==> src/rtl/motor_pulse_ctrl_pkg.sv <==
// Shared types and defaults for the motor pulse controller (package motor_pkg).
// Channel FSM state encoding and the default pulse length.
package motor_pkg;

  typedef enum logic [1:0] {
    IDLE = 2'd0,
    RUN  = 2'd1,
    HOLD = 2'd2
  } ch_state_e;

  // 0.5 s at 50 MHz
  localparam int DEF_PULSE_LEN = 25000000;

endpackage

==> src/rtl/motor_pulse_ctrl_if.sv <==
// Channel request/drive bundle for motor_pulse_ctrl; duty exists only with MOTOR_PWM_EN.
interface motor_pulse_ctrl_if #(
  parameter int N_CH = 2
);
  import motor_pkg::*;

  // There is no valid/ready pair here. mot is a level-sensitive request
  // sampled every rising clk edge. A channel accepts it only from IDLE, and
  // drops it by deasserting mot. done is a single-cycle completion strobe
  // that carries no backpressure.
  logic [N_CH-1:0] mot;
  logic [N_CH-1:0] mot_out;
  logic [N_CH-1:0] busy;
  logic [N_CH-1:0] done;
  ch_state_e       state [N_CH];
`ifdef MOTOR_PWM_EN
  logic [7:0]      duty;
`endif

  modport master (
    output mot,
`ifdef MOTOR_PWM_EN
    output duty,
`endif
    input  mot_out, busy, done, state
  );

  modport slave (
    input  mot,
`ifdef MOTOR_PWM_EN
    input  duty,
`endif
    output mot_out, busy, done, state
  );

endinterface

==> src/rtl/motor_pulse_ctrl_channel.sv <==
// One motor channel: IDLE/RUN/HOLD FSM with a saturating pulse counter.
module motor_channel import motor_pkg::*; #(
  parameter int CNT_W     = 28,
  parameter int PULSE_LEN = DEF_PULSE_LEN
) (
  input  logic      clk,
  input  logic      rst,
  input  logic      mot,
  input  logic      pwm_on,
  output logic      mot_out,
  output logic      busy,
  output logic      done,
  output ch_state_e state
);

  localparam logic [CNT_W-1:0] LAST = CNT_W'(PULSE_LEN);

  logic [CNT_W-1:0] cnt;

  always_ff @(posedge clk) begin
    if (rst) begin
      state   <= IDLE;
      cnt     <= '0;
      mot_out <= 1'b0;
      busy    <= 1'b0;
      done    <= 1'b0;
    end else begin
      done <= 1'b0;
      case (state)
        IDLE: begin
          if (mot) begin
            state   <= RUN;
            cnt     <= CNT_W'(1);
            busy    <= 1'b1;
            mot_out <= pwm_on;
          end
        end
        RUN: begin
          // Release is tested first so an abort on the final count beats done.
          if (!mot) begin
            state   <= IDLE;
            cnt     <= '0;
            busy    <= 1'b0;
            mot_out <= 1'b0;
          end else if (cnt == LAST) begin
            state   <= HOLD;
            busy    <= 1'b0;
            mot_out <= 1'b0;
            done    <= 1'b1;
          end else begin
            cnt     <= cnt + CNT_W'(1);
            mot_out <= pwm_on;
          end
        end
        HOLD: begin
          if (!mot) begin
            state <= IDLE;
            cnt   <= '0;
          end
        end
        default: begin
          state   <= IDLE;
          cnt     <= '0;
          busy    <= 1'b0;
          mot_out <= 1'b0;
        end
      endcase
    end
  end

endmodule

==> src/rtl/motor_pulse_ctrl.sv <==
// N_CH independent fixed-length motor pulse channels.
// Define MOTOR_PWM_EN to add a shared 8-bit PWM that chops mot_out while a channel runs.
module motor_pulse_ctrl import motor_pkg::*; #(
  parameter int N_CH      = 2,
  parameter int CNT_W     = 28,
  parameter int PULSE_LEN = DEF_PULSE_LEN
) (
  input logic               clk,
  input logic               rst,
  motor_pulse_ctrl_if.slave bus
);

  if (N_CH < 1 || N_CH > 16) begin : g_bad_nch
    $error("motor_pulse_ctrl: N_CH out of range 1..16");
  end
  if (PULSE_LEN < 1 || longint'(PULSE_LEN) > ((longint'(1) << CNT_W) - 1)) begin : g_bad_len
    $error("motor_pulse_ctrl: PULSE_LEN must be in 1..2^CNT_W-1");
  end

  logic pwm_on;

`ifdef MOTOR_PWM_EN
  logic [7:0] pwm_cnt;

  // Free-running and shared, so every channel chops in phase.
  always_ff @(posedge clk) begin
    if (rst) pwm_cnt <= 8'd0;
    else     pwm_cnt <= pwm_cnt + 8'd1;
  end

  assign pwm_on = (pwm_cnt < bus.duty);
`else
  assign pwm_on = 1'b1;
`endif

  logic [N_CH-1:0] mot_out_v;
  logic [N_CH-1:0] busy_v;
  logic [N_CH-1:0] done_v;
  ch_state_e       state_v [N_CH];

  for (genvar i = 0; i < N_CH; i++) begin : g_ch
    motor_channel #(
      .CNT_W     (CNT_W),
      .PULSE_LEN (PULSE_LEN)
    ) u_ch (
      .clk     (clk),
      .rst     (rst),
      .mot     (bus.mot[i]),
      .pwm_on  (pwm_on),
      .mot_out (mot_out_v[i]),
      .busy    (busy_v[i]),
      .done    (done_v[i]),
      .state   (state_v[i])
    );
  end

  assign bus.mot_out = mot_out_v;
  assign bus.busy    = busy_v;
  assign bus.done    = done_v;
  assign bus.state   = state_v;

endmodule

==> src/flat_wrapper.sv <==
// flat-port wrapper written by rule: the top's interface ports become plain ports
module motor_pulse_ctrl_flat import motor_pkg::*;
#(
  parameter int N_CH      = 2,
  parameter int CNT_W     = 28,
  parameter int PULSE_LEN = DEF_PULSE_LEN
)
  (clk, rst, bus_mot, bus_mot_out, bus_busy, bus_done, bus_state);
  motor_pulse_ctrl_if #(.N_CH(N_CH)) bus_i ();
  input logic clk;
  input logic rst;
  input wire logic [$bits(bus_i.mot)-1:0] bus_mot;
  output wire logic [$bits(bus_i.mot_out)-1:0] bus_mot_out;
  output wire logic [$bits(bus_i.busy)-1:0] bus_busy;
  output wire logic [$bits(bus_i.done)-1:0] bus_done;
  output wire logic [$bits(bus_i.state)-1:0] bus_state;
  assign bus_i.mot = bus_mot;
  assign bus_mot_out = bus_i.mot_out;
  assign bus_busy = bus_i.busy;
  assign bus_done = bus_i.done;
  assign bus_state = {>>{bus_i.state}};
  motor_pulse_ctrl #(.N_CH(N_CH), .CNT_W(CNT_W), .PULSE_LEN(PULSE_LEN)) u_core (.clk(clk), .rst(rst), .bus(bus_i));
endmodule
==> config.mk <==
export PLATFORM = sky130hd
export DESIGN_NAME = motor_pulse_ctrl_flat
export DESIGN_NICKNAME = d
export VERILOG_FILES = /design/src/rtl/motor_pulse_ctrl_pkg.sv /design/src/rtl/motor_pulse_ctrl_if.sv /design/src/rtl/motor_pulse_ctrl_channel.sv /design/src/rtl/motor_pulse_ctrl.sv /design/src/flat_wrapper.sv
export SDC_FILE = /design/constraint.sdc
export NUM_CORES = 1
export LEC_CHECK = 0
export ABC_CLOCK_PERIOD_IN_PS = 1850
export CORE_MARGIN = 3
export CORE_UTILIZATION = 54
export DETAILED_ROUTE_END_ITERATION = 8
export HOLD_SLACK_MARGIN = 0.02
export PLACE_DENSITY = 0.75
export RECOVER_POWER = 25
export SLEW_MARGIN = 20
export SYNTH_ARGS = -nofsm -noshare
export SYNTH_HDL_FRONTEND = slang
export SYNTH_HIERARCHICAL = 1
export SYNTH_SLANG_ARGS = --single-unit
==> constraint.sdc <==
create_clock -name clk -period 1.85 [get_ports clk]
set_clock_uncertainty 0.1 [all_clocks]
set_input_delay 0.2775 -clock clk [delete_from_list [all_inputs] [get_ports clk]]
set_output_delay 0.2775 -clock clk [all_outputs]
set_load 0.05 [all_outputs]
==> flow_summary.yaml <==
floorplanning:
  pin_count: 14
  die_h_um: 85.2
  dieArea_mm2: 0.00727
  die_x_um: 85.2
  initial_utilization: 0.566
  core_mm2: 0.00599
  rows: 28
drt:
  ant_nets: 0
  drt-met1-wl_mm: 4.14
  drc_errors: 0
  route.met2.wl_mm: 5.49
  drt_pass1_iterations: 5
  route.met3.wl_um: 500
  num_vias: 3643
  wl_mm: 10.4
  drt_iter0_markers: 152
  detail_route.wl_per_cell_um: 17.5
  dr.max_layer_used: "met4"
  vias_per_cell: 6.10
yosys:
  synth_edf_count: 0
  ys_ff_latch: 66
  synth_area_per_cell_um2: 8.48
  async_reset_ff_frac: 0
  synth_common_cells: "dfxtp_1, nor2_1, a21oi_1"
  yosysSeqAreaShare: 0.390
  synth_top_area_share: 0.390
  synth.most_common_cell: "dfxtp_1"
  yosys.area.top_type: "dfxtp_1"
  yosys_most_used_dff: "dfxtp_1"
  synth_area_leaders: "dfxtp_1, xor2_1, nor2_1"
  synth_cells: 400
  ys_warn_count: 6
  ys_types: 59
  syn_area_mm2: 0.00339
timing:
  rsz0062_at_grt: "true"
  maxClockFrequency_mhz: 481
  drv_slew: 0
  tightest_slew_ns: 0.608
  finalCriticalPeriod_ns: 2.08
  finalHoldViolCount: 0
  slew-limit-headroom: 0.597
  period_share: 1.12
  setup_violations: 27
  setup_slack_ns: -0.230
run_status:
  violations: "negative setup slack"
  status: "complete, but fails checks"
placed_design:
  gp_congestion: 0.874
  dpl-instance-area_mm2: 0.00424
  pre_cts_slack_ns: -0.448
  hpwl_mm: 6.20
  port_buffers: 13
finish:
  layout.nets: 526
  final_cell_area_mm2: 0.00500
  antennaDiodeCount: 0
  drive_above_1_share: 0.420
  area_delta_synth_final_pct: 47.6
  final_util: 0.835
critical_path:
  critPathKind: "flip-flop to flip-flop"
  crit_arrival_ns: 2.24
  crit_path_end_kind: "flip-flop"
  slowest_stage: "or4_1"
  startpoint_type: "flip-flop"
  path_buf_inv: 2
  critPathTopFamily: "simple AND/OR/NAND/NOR gates"
  cp.required_ns: 2.01
  path_cells: "buf_4 > buf_4 > ha_4 > nand2_2 > nor3_4 > nand2_2 > or4_1 > a21oi_1"
  worstPathMaxFanout: 5
  max_stage_delay_ns: 0.52
pwr:
  power.switching_uw: 716
  power_frac_clock: 0.402
  power_mw: 2.93
  pwr-share-seq: 0.492
  p_per_area_mw_per_mm2: 585
  p_comb_frac: 0.106
  intPower_mw: 2.21
  leakage_nw: 1.87
  swShare: 0.245
  max-vdd-ir-drop_mv: 0.532
clock_network:
  cts_buffer_depth: 2
  tritoncts: "yes"
  cts.htree.levels: 3
  cts.sinks: 66
  cts_buffers: 9
  clkTransAtPathRegs_ns: 0.07
  cts-root-buf: "clkbuf_8"
  clkLatencyLatePin_ns: 0.33
hold_path:
  worst_hold_path_type: "primary input to flip-flop"
grt:
  gr-total-overflow: 0
  grt_usage: 0.269
  first_global_vias: 3582
  antenna_found_initial: 0
  grt_pass1_wl_mm: 15.8
  grt_max_degree: 26
flow_run:
  drv_cap: 0
==> power groups by stage <==
| stage | combinational [mW] | sequential, mW | clock, mW |
|---|---|---|---|
| after floorplan | 0.119 | 1.51 | 0 |
| after global placement | 0.231 | 1.48 | 0 |
| after detailed placement | 0.237 | 1.48 | 0 |
| after CTS | 0.268 | 1.45 | 1.21 |
| after global routing | 0.332 | 1.44 | 1.27 |
| final | 0.311 | 1.44 | 1.18 |
==> stage by stage <==
stage	setup TNS, ns	instances	hold slack (ns)
2_1_floorplan	-0.124	402	0.334
3_3_place_gp	-11.83	559	0.375
3_5_place_dp	-14.69	559	0.384
4_1_cts	-1.43	585	0.224
5_1_grt	-5.96	597	0.267
6_report	-2.92	597	0.257
==> state kept, by name, indices dropped and copies added, names as in the netlist <==
register                  count
u_core/g_ch.u_ch/mot_out      2
u_core/g_ch.u_ch/cnt         56
u_core/g_ch.u_ch/state        4
u_core/g_ch.u_ch/done         2
u_core/g_ch.u_ch/busy         2
==> routing by layer <==
layer / vias to the layer above / global-route usage
met4: 0 / 0.135
met3: 31 / 0.0670
met1: 1776 / 0.294
met5: - / 0
met2: 126 / 0.479
li1: 1710 / -
==> final cells by class <==
type	count	area [um2]
flip-flops and latches	66	1380
repair buffers	124	983
clock buffers	12	145
inverters	9	33.8
well taps	75	93.8
clock inverters	3	40.0
fillers	355	986
multi-input cells	308	2330
==> placed cells by master, fill, tap and decap left out, drive strengths merged, types with 2 or more instances in the layout <==
master,n
buf,108
xor2,19
and3b,2
inv,9
nor4bb,3
or3,13
clkinv,2
or2,5
o21ai,14
o211ai,7
xnor2,10
and2,3
nand2b,4
or4,9
nand3,25
a31oi,5
nand4,23
o31ai,10
nor4b,4
and3,3
nor4,7
ha,4
or3b,2
nor3,10
clkbuf,23
nor2b,3
nor2,44
dfxtp,66
and4,8
a21oi,27
a21o,3
nand2,21
clkdlybuf4s50,3
o32ai,2
conb,3
==> cells by family after synthesis <==
| kind of cell | after synthesis | share of synthesized area |
|---|---|---|
| fa+ha+maj | 4 | 0.0148 |
| mux | 2 | 0.00627 |
| flops | 66 | 0.390 |
| compound gates | 74 | 0.137 |
| buf+inv | 28 | 0.0373 |
| simple gates | 196 | 0.339 |
| other cells | 1 | 0.00111 |
| xor+xnor | 29 | 0.0749 |
==> what timing repair did <==
action,4_1_cts,5_1_grt
setup endpoints to repair,36,37
endpoints found under the hold margin,0,0
resized for setup,41,66
hold buffers,0,0
cloned,1,2
pin swaps,24,27
buffers inserted,10,10
==> worst paths after layout <==
kind,from,endpoint,slack [ns],cells past startpoint
setup / recovery,u_core/g_ch[1].u_ch/cnt[0],u_core/g_ch[1].u_ch/cnt[26],-0.23,8
hold / removal,bus_mot[1],u_core/g_ch[1].u_ch/state[1],0.26,2
setup reg to reg,u_core/g_ch[1].u_ch/cnt[0],u_core/g_ch[1].u_ch/cnt[26],-0.23,8
hold reg to reg,u_core/g_ch[0].u_ch/state[0],u_core/g_ch[0].u_ch/state[0],0.40,1
(Power assumes the default switching activity.)
